File: src/rtl/alu_pkg.sv
// ---------------------------------------------------------------------------
// alu_pkg
//   Shared definitions for the accumulator ALU: opcode constants, error codes
//   and the controller state encoding. Other users of the calculator datapath
//   (testbenches, the middleware bridge) import this package.
// ---------------------------------------------------------------------------
package alu_pkg;

  // Operation codes, captured on accept
  localparam logic [3:0] OP_NOP = 4'b0000;
  localparam logic [3:0] OP_ADD = 4'b0001;
  localparam logic [3:0] OP_MUL = 4'b0010;
  localparam logic [3:0] OP_DIV = 4'b0011;
  localparam logic [3:0] OP_SUB = 4'b0100;
  localparam logic [3:0] OP_CLR = 4'b1100;
  localparam logic [3:0] OP_EXP = 4'b1111;

  // Completion status, held until the next completion
  localparam logic [1:0] ERR_OK   = 2'b00;
  localparam logic [1:0] ERR_OVF  = 2'b01;
  localparam logic [1:0] ERR_DIV0 = 2'b10;
  localparam logic [1:0] ERR_ILL  = 2'b11;

  // Controller states
  typedef enum logic [1:0] {
    ST_IDLE = 2'b00,
    ST_BUSY = 2'b01,
    ST_DONE = 2'b10
  } alu_state_e;

endpackage

File: src/rtl/seq_divider.sv
// ---------------------------------------------------------------------------
// seq_divider
//   Unsigned restoring divider, one quotient bit per clock, MSB first.
//   The first bit is produced on the same edge that sees start_i, so the
//   quotient is ready (done_o high) WIDTH-1 edges later, WIDTH cycles total.
//   done_o is a one-cycle pulse.
// Ports
//   clk, rst_n   clock, asynchronous active-low reset
//   start_i      load dividend_i/divisor_i and begin (divisor must be nonzero)
//   dividend_i   numerator
//   divisor_i    denominator
//   done_o       quotient_o valid this cycle
//   quotient_o   result of dividend_i / divisor_i
// ---------------------------------------------------------------------------
module seq_divider #(
  parameter int WIDTH = 32
) (
  input  logic             clk,
  input  logic             rst_n,
  input  logic             start_i,
  input  logic [WIDTH-1:0] dividend_i,
  input  logic [WIDTH-1:0] divisor_i,
  output logic             done_o,
  output logic [WIDTH-1:0] quotient_o
);

  localparam int CW = $clog2(WIDTH);

  logic [WIDTH-1:0] rem_q, quo_q, dvs_q;
  logic [CW-1:0]    cnt_q;
  logic             active_q;

  logic [WIDTH-1:0] rem_in, quo_in, dvs_in, rem_d, quo_d;
  logic [WIDTH:0]   shifted, trial;

  // One restoring step. quo holds the not-yet-consumed dividend bits at the
  // top while quotient bits shift in at the bottom. On start the step runs
  // directly on the incoming operands.
  always_comb begin
    rem_in  = start_i ? '0 : rem_q;
    quo_in  = start_i ? dividend_i : quo_q;
    dvs_in  = start_i ? divisor_i : dvs_q;
    shifted = {rem_in, quo_in[WIDTH-1]};
    trial   = shifted - {1'b0, dvs_in};
    if (trial[WIDTH]) begin
      rem_d = shifted[WIDTH-1:0];
      quo_d = {quo_in[WIDTH-2:0], 1'b0};
    end else begin
      rem_d = trial[WIDTH-1:0];
      quo_d = {quo_in[WIDTH-2:0], 1'b1};
    end
  end

  always_ff @(posedge clk or negedge rst_n) begin
    if (!rst_n) begin
      rem_q    <= '0;
      quo_q    <= '0;
      dvs_q    <= '0;
      cnt_q    <= '0;
      active_q <= 1'b0;
    end else if (start_i) begin
      rem_q    <= rem_d;
      quo_q    <= quo_d;
      dvs_q    <= divisor_i;
      cnt_q    <= CW'(WIDTH - 1);
      active_q <= 1'b1;
    end else if (active_q) begin
      if (cnt_q != '0) begin
        rem_q <= rem_d;
        quo_q <= quo_d;
        cnt_q <= cnt_q - CW'(1);
      end else begin
        active_q <= 1'b0;
      end
    end
  end

  assign done_o     = active_q && (cnt_q == '0);
  assign quotient_o = quo_q;

endmodule

File: src/rtl/param_accum_alu.sv
// ---------------------------------------------------------------------------
// param_accum_alu
//   Multi-cycle accumulator ALU. Each accepted op combines operand_p (and
//   operand_q for EXP) with the accumulator and writes the result back.
//   MUL and EXP share one WIDTHxWIDTH multiplier; DIV uses seq_divider.
//   Build option: define ALU_SATURATE_EN to make overflow write all-ones
//   (ADD/MUL/EXP) and SUB borrow write zero instead of leaving acc unchanged.
// Ports
//   clk, rst_n          clock, asynchronous active-low reset
//   in_valid/in_ready   op request handshake
//   opcode              operation (see alu_pkg)
//   operand_p           primary operand
//   operand_q           exponent for EXP
//   result              accumulator value
//   out_valid           one-cycle completion pulse
//   error_code          status of last completed op
//   busy                multi-cycle op in progress
// ---------------------------------------------------------------------------
module param_accum_alu
  import alu_pkg::*;
#(
  parameter int WIDTH   = 32,
  parameter int MAX_EXP = 31
) (
  input  logic             clk,
  input  logic             rst_n,
  input  logic             in_valid,
  output logic             in_ready,
  input  logic [3:0]       opcode,
  input  logic [WIDTH-1:0] operand_p,
  input  logic [WIDTH-1:0] operand_q,
  output logic [WIDTH-1:0] result,
  output logic             out_valid,
  output logic [1:0]       error_code,
  output logic             busy
);

  localparam int CNT_W = (MAX_EXP < 1) ? 1 : $clog2(MAX_EXP + 1);

`ifdef ALU_SATURATE_EN
  localparam logic SAT = 1'b1;
`else
  localparam logic SAT = 1'b0;
`endif

  alu_state_e       state_q, state_d;
  logic [WIDTH-1:0] acc_q, acc_d, p_q, p_d, tmp_q, tmp_d;
  logic [3:0]       op_q, op_d;
  logic [1:0]       err_q, err_d;
  logic [CNT_W-1:0] cnt_q, cnt_d;

  logic               accept;
  logic [WIDTH:0]     sum, diff;
  logic [WIDTH-1:0]   mul_a;
  logic [2*WIDTH-1:0] prod;
  logic               prod_ovf;
  logic               div_start, div_done;
  logic [WIDTH-1:0]   div_quot;

  assign accept   = in_valid && in_ready;
  assign sum      = {1'b0, acc_q} + {1'b0, operand_p};
  assign diff     = {1'b0, acc_q} - {1'b0, operand_p};
  // EXP multiplies its running power, MUL multiplies the accumulator
  assign mul_a    = (op_q == OP_EXP) ? tmp_q : acc_q;
  assign prod     = (2*WIDTH)'(mul_a) * (2*WIDTH)'(p_q);
  assign prod_ovf = |prod[2*WIDTH-1:WIDTH];

  seq_divider #(.WIDTH(WIDTH)) u_div (
    .clk        (clk),
    .rst_n      (rst_n),
    .start_i    (div_start),
    .dividend_i (acc_q),
    .divisor_i  (operand_p),
    .done_o     (div_done),
    .quotient_o (div_quot)
  );

  always_comb begin
    state_d   = state_q;
    acc_d     = acc_q;
    err_d     = err_q;
    op_d      = op_q;
    p_d       = p_q;
    tmp_d     = tmp_q;
    cnt_d     = cnt_q;
    div_start = 1'b0;
    case (state_q)
      ST_IDLE, ST_DONE: begin
        state_d = ST_IDLE;
        if (accept) begin
          op_d    = opcode;
          p_d     = operand_p;
          state_d = ST_DONE;
          // err_d is only touched by single-cycle ops here; multi-cycle ops
          // keep the previous status visible until they complete
          case (opcode)
            OP_NOP: err_d = ERR_OK;
            OP_ADD: begin
              if (sum[WIDTH]) begin
                err_d = ERR_OVF;
                acc_d = SAT ? '1 : acc_q;
              end else begin
                err_d = ERR_OK;
                acc_d = sum[WIDTH-1:0];
              end
            end
            OP_SUB: begin
              if (diff[WIDTH]) begin
                err_d = ERR_OVF;
                acc_d = SAT ? '0 : acc_q;
              end else begin
                err_d = ERR_OK;
                acc_d = diff[WIDTH-1:0];
              end
            end
            OP_CLR: begin
              err_d = ERR_OK;
              acc_d = '0;
            end
            OP_MUL: state_d = ST_BUSY;
            OP_DIV: begin
              if (operand_p == '0) begin
                err_d = ERR_DIV0;
              end else begin
                div_start = 1'b1;
                state_d   = ST_BUSY;
              end
            end
            OP_EXP: begin
              // An out-of-range exponent is rejected without touching acc,
              // even in the saturating build
              if (operand_q > WIDTH'(MAX_EXP)) begin
                err_d = ERR_OVF;
              end else if (operand_q == '0) begin
                err_d = ERR_OK;
                acc_d = WIDTH'(1);
              end else begin
                tmp_d   = WIDTH'(1);
                cnt_d   = operand_q[CNT_W-1:0];
                state_d = ST_BUSY;
              end
            end
            default: err_d = ERR_ILL;
          endcase
        end
      end
      ST_BUSY: begin
        case (op_q)
          OP_MUL: begin
            state_d = ST_DONE;
            if (prod_ovf) begin
              err_d = ERR_OVF;
              acc_d = SAT ? '1 : acc_q;
            end else begin
              err_d = ERR_OK;
              acc_d = prod[WIDTH-1:0];
            end
          end
          OP_DIV: begin
            if (div_done) begin
              state_d = ST_DONE;
              err_d   = ERR_OK;
              acc_d   = div_quot;
            end
          end
          OP_EXP: begin
            // cnt_q counts the multiply steps still to do, this one included
            if (prod_ovf) begin
              state_d = ST_DONE;
              err_d   = ERR_OVF;
              acc_d   = SAT ? '1 : acc_q;
            end else if (cnt_q == CNT_W'(1)) begin
              state_d = ST_DONE;
              err_d   = ERR_OK;
              acc_d   = prod[WIDTH-1:0];
            end else begin
              tmp_d = prod[WIDTH-1:0];
              cnt_d = cnt_q - CNT_W'(1);
            end
          end
          default: state_d = ST_DONE;
        endcase
      end
      default: state_d = ST_IDLE;
    endcase
  end

  always_ff @(posedge clk or negedge rst_n) begin
    if (!rst_n) begin
      state_q <= ST_IDLE;
      acc_q   <= '0;
      err_q   <= ERR_OK;
      op_q    <= OP_NOP;
      p_q     <= '0;
      tmp_q   <= '0;
      cnt_q   <= '0;
    end else begin
      state_q <= state_d;
      acc_q   <= acc_d;
      err_q   <= err_d;
      op_q    <= op_d;
      p_q     <= p_d;
      tmp_q   <= tmp_d;
      cnt_q   <= cnt_d;
    end
  end

  assign in_ready   = (state_q == ST_IDLE) || (state_q == ST_DONE);
  assign out_valid  = (state_q == ST_DONE);
  assign busy       = (state_q == ST_BUSY);
  assign result     = acc_q;
  assign error_code = err_q;

endmodule
File: config.mk
export PLATFORM = sky130hd
export DESIGN_NAME = param_accum_alu
export DESIGN_NICKNAME = d
export VERILOG_FILES = /design/src/rtl/alu_pkg.sv /design/src/rtl/seq_divider.sv /design/src/rtl/param_accum_alu.sv
export SDC_FILE = /design/constraint.sdc
export NUM_CORES = 2
export LEC_CHECK = 0
export CORE_MARGIN = 4
export CORE_UTILIZATION = 60
export DETAILED_ROUTE_END_ITERATION = 7
export PLACE_DENSITY = 0.8
export SYNTH_ARGS = -nofsm -noshare
export SYNTH_HDL_FRONTEND = slang
export SYNTH_HIERARCHICAL = 1
export SYNTH_SLANG_ARGS = --single-unit
File: constraint.sdc
create_clock -name clk -period 12.1 [get_ports clk]
set_input_delay 2.42 -clock clk [delete_from_list [all_inputs] [get_ports clk]]
set_output_delay 2.42 -clock clk [all_outputs]
set_load 0.02 [all_outputs]
After elaboration in Yosys (flattened, before gate mapping)
Index checks and enable logic that the tools add are counted.
{ "word_totals": {"in_bits": 71, "out_inout_bits": 37, "wordCells": 146, "ff_bits": 211} }
{ "op_classes": {"multipliers": 1, "n_addsub": 5, "muxes": 73, "magnitude_cmp": 1, "n_reduce_logical": 21, "n_eq_ne": 33} }
{ "ops": {"columns": ["operator", "count"], "rows": [
  ["2-to-1 mux 32 bit", 27],
  ["one-hot mux 32 bit (2 select lines)", 2],
  ["one-hot mux 32 bit (4 select lines)", 1],
  ["one-hot mux 32 bit (3 select lines)", 1],
  ["zero test 32 bit", 2],
  ["multiplier 32 x 32 -> 64 bit", 1],
  ["2-to-1 mux 5 bit", 10],
  ["adder 32 x 32 -> 33 bit", 1],
  ["subtractor 32 x 32 -> 33 bit", 1],
  ["subtractor 33 x 32 -> 33 bit", 1],
  ["greater-than comparator 32 x 5 -> 1 bit (second input constant)", 1],
  ["OR reduction 32 bit", 1],
  ["2-to-1 mux 2 bit", 14],
  ["inequality test 3 bit (second input constant)", 8],
  ["== test 4 x 2 -> 1 bit (second input constant)", 4],
  ["AND reduction 8 bit", 2],
  ["== test 4 bit (second input constant)", 3],
  ["inequality test 2 bit (second input constant)", 6],
  ["one-hot mux 2 bit (2 select lines)", 3],
  ["one-hot mux 2 bit (3 select lines)", 2],
  ["one-hot mux 2 bit (6 select lines)", 1],
  ["AND reduction 12 bit", 1],
  ["2-to-1 mux 1 bit", 11],
  ["one-hot mux 5 bit (2 select lines)", 1],
  ["other kinds (21)", 29]
]} }

Longest topological paths before layout
{ "logic_depth": {"word_depth": 11, "ltp_mapped": 38, "mapped_depth_nobuf": 32} }

Hierarchy
The synthesis kept the hierarchy.
{ "modules_own_cells": {"columns": ["module", "seq_area_each_um2", "cells_per_inst", "instances", "area_per_inst_um2"], "rows": [
  ["param_accum_alu", 2727.6, 4935, 1, 43394.1],
  ["seq_divider", 2552.4, 681, 1, 6598.8]
]} }

Worst setup path before layout
OpenSTA, ideal clock, no wires.
{ "synth_path": {"kind": "reg2reg", "start": "register op_q[0]", "end": "register acc_q[20], in the netlist result[20]", "path_stages_with_launch": 32, "path_slack_ps": 3216, "arrival_time_ps": 8759, "cell_sequence": "dfrtp_1 > clkbuf_1 > nand4_1 > clkbuf_1 > mux2_2 > clkbuf_1 > and2_1 > fa_1 > inv_1 > fa_1 > fa_1 > fa_1 > fa_1 > fa_1 > fa_1 > fa_1 > inv_1 > ha_1 > buf_2 > a21oi_2 > o21ai_0 > a21oi_2 > o21ai_1 > a211oi_2 > a211oi_1 > o311ai_0 > o2111ai_2 > nor4b_2 > nand3_2 > nand2_4 > buf_12 > mux2_4"} }
{ "synth_between": {"elab_chain_cells": 7} }
{ "synth_lines": {"columns": ["item", "line_no", "rtl"], "rows": [
  ["from (decl)", "param_accum_alu.sv:48", "logic [3:0] op_q, op_d;"],
  ["from (signal assigned)", "param_accum_alu.sv:201", "op_q <= op_d;"],
  ["parallel branches: the longest is 7 deep, another holds multiplier 32 x 32 -> 64 bit", null, null],
  ["to (signal assigned)", "param_accum_alu.sv:191", "acc_q <= '0;"],
  ["to (signal assigned)", "param_accum_alu.sv:199", "acc_q <= acc_d;"],
  ["to (decl)", "param_accum_alu.sv:47", "logic [WIDTH-1:0] acc_q, acc_d, p_q, p_d, tmp_q, tmp_d;"]
]} }
Several ways; the timed one is not identified. The select of a mux whose other input is x is not followed.
A chain may end at the register's enable or synchronous reset.

Worst setup path after layout
{ "layout_path": {"start": "register op_q[0]", "end": "register acc_q[18], in the netlist result[18]"} }
The elaborated chain is that of the path after synthesis.

==> impl_results.md <==
* Status: completed
* Vias/cell at 6.11
* Core Area at 82,400 µm²
* Slowest CP cell: mux2_2
* Root Buffer: clkbuf_16
* Pins over their slew limit at 0
* Die X at 297 µm
* CTS buffer count at 25
* Top-count cell post-synth: fa_1
* Post-synthesis net count at 6,949
* Clock Sinks at 211
* Final setup violation count at 0
* Hold Crit Class: reg -> reg
* Fin. Hold Viols at 0
* Pin count of the biggest net entering global routing at 158
* Worst R2R Start: op_q[0]$_DFFE_PN0P_
* Row count at 105
* CTS tree: built
* CP endpoint kind: flop
* # DRC at 0
* Post-synth top cells: fa_1, inv_1, nand2_1
* Post-synthesis sequential element count at 211
* CP arrival at 11,220 ps
* Top_reg_cell synth: dfrtp_1
* R2R setup slack at 1300 ps
* Clk_skew at 11.2 ps
* Worst-skew pair later-pin latency at 530 ps
* Via count at 40.0k
* Top cell type's share of synthesized area at 36.0%
* Reg2Reg Depth at 30
* I/O pin cnt at 108
* Max Root-Sink Buffers at 3
* Crit path from: op_q[0]$_DFFE_PN0P_
* Clock transition at path regs at 60 ps
* Number of nets with antenna violations after routing at 0
* WL/cell at 21.6 µm
* Post-synthesis sequential area ratio at 10.6%
* HPWL after detailed placement at 111 mm
* Largest area contributor in the netlist: fa_1
* CP required at 12,520 ps
* Most frequent CP cell: fa_1
* First-pass DRT Iterations at 6
* Worst Min Path Start: p_q[16]$_DFFE_PN0P_
* WHS Path Cells at 2
* Max FO, Critical Path at 33
* Post-CTS Resized at 0
* GPL Wtd Cong at 0.991
* Final period utilization at 89.2%
* Setup TNS at 0 ps
* Final #Nets at 6,802
* Full die area at 88,000 µm²
* Initial antenna violation count at 4
* Vias in the first global route at 42.1k
* Fmax at 92.6 MHz
* First-pass GRT wire length at 231 mm
* H-Tree Level Count at 1
* Min Tclk post-route at 10,800 ps
* Area grow syn2layout at 4.66%
* GRT Total Usage at 33.0%
* Initial core utilization at 60.7%
* 1st-iter DRT viols at 3,488
* Post-Syn Area at 50,000 µm²
* Max Cap Violations at 0
* Die Ht at 297 µm
* Cells after Synth at 5,616
* Ys async rst share at 100%
* Share of cells above drive strength 1 at 4.63%
* Mean Syn Cell Area at 8.90 µm²
* Post-CTS Setup Inserts at 0
* Ys Warns at 6
* Grt ovf at 0
* Synth cell types at 106
* WS Path Type: reg -> reg
* Final wirelength at 141 mm
* Slowest stage delay, CP at 880 ps
* RSZ-0062 raised after global routing: false
* Cts hold-fix bufs at 0
* EDFF count, synth at 0
* Max-slew headroom at 22.9%
* CP startpoint kind: flop
* Port bufs at 107
* Hold slack at 482 ps
* Synth area leaders: fa_1, dfrtp_1, ha_1
* Worst-margin pin slew at 1160 ps
worst max-delay path: cells and delay by family, from the launching register on:
family | cells | cell delay (ps)
AND/OR/NAND/NOR | 5 | 1370
flip-flops | 1 | 440
buffers and inverters | 6 | 750
AO/OA/AOI/OAI | 8 | 2420
adder cells (fa/ha/maj) | 9 | 4340
multiplexers | 2 | 1280
path summary, 6_finish.rpt:
path	endpoint
max	result[18]$_DFFE_PN0P_
min	p_q[16]$_DFFE_PN0P_
max reg2reg	result[18]$_DFFE_PN0P_
min reg2reg	p_q[16]$_DFFE_PN0P_
max in group asynchronous	p_q[17]$_DFFE_PN0P_
min in group asynchronous	u_div/dvs_q[11]$_DFF_PN0_
placed cells by master, fill, tap and decap left out, types with 39 or more instances in the layout:
| master | count |
|---|---|
| nand4_1 | 48 |
| o211ai_1 | 39 |
| ha_1 | 363 |
| mux2i_1 | 82 |
| xnor2_1 | 45 |
| fa_1 | 899 |
| nand2_1 | 762 |
| a21oi_1 | 214 |
| nor2b_1 | 80 |
| o21ai_0 | 187 |
| inv_1 | 883 |
| a21o_1 | 40 |
| nand3_1 | 41 |
| dfrtp_1 | 208 |
| and2_1 | 596 |
| clkdlybuf4s50_1 | 106 |
| buf_4 | 57 |
| nor2_1 | 156 |
flip-flops by register name, indices dropped and copies added, names as in the netlist:
name and cells:
u_div/quotient_o 32, state_q 2, tmp_q 32, u_div/cnt_q 5
u_div/dvs_q 32, u_div/active_q 1, u_div/rem_q 32, error_code 2
result 32, p_q 32, op_q 4, cnt_q 5
per-layer routing:
metal / GRT usage [%] / wire length, µm
met4: 7.53 / 3350
met2: 52.8 / 65000
met5: 0 / 0
met3: 6.41 / 14400
met1: 47.1 / 58500
through the flow:
stage                     utilization [%]  area [µm²]  cells  worst slack [ps]
after detailed placement             62.5       51500   6512              1530
after global routing                 63.5       52300   6555               820
after global placement               62.5       51500   6512              1610
final                                63.5       52300   6557              1300
after floorplan                         -       50000   5616              3220
after CTS                            63.5       52300   6555              1510
area by class of cell:
class,instances,area (µm²)
well taps,1070,1340
flip-flops and latches,211,5280
repair buffers,165,1520
clock inverters,5,104
fillers,6784,30100
diodes,2,5.00
multi-input cells,4182,40000
clock buffers,38,714
inverters,884,3320
cell families after synthesis:
group	share of synthesized area [%]
and+or+nand+nor	18.7
muxes	3.33
xor gates and xnor gates	1.35
AOI/OAI and AO/OA	11.5
adders and majority gates	45.1
buffers and inverters	9.48
DFF	10.6
Power is left out: the tool's default activity adds up to more than one toggle a clock period on the data nets, which glitch-free logic cannot reach.
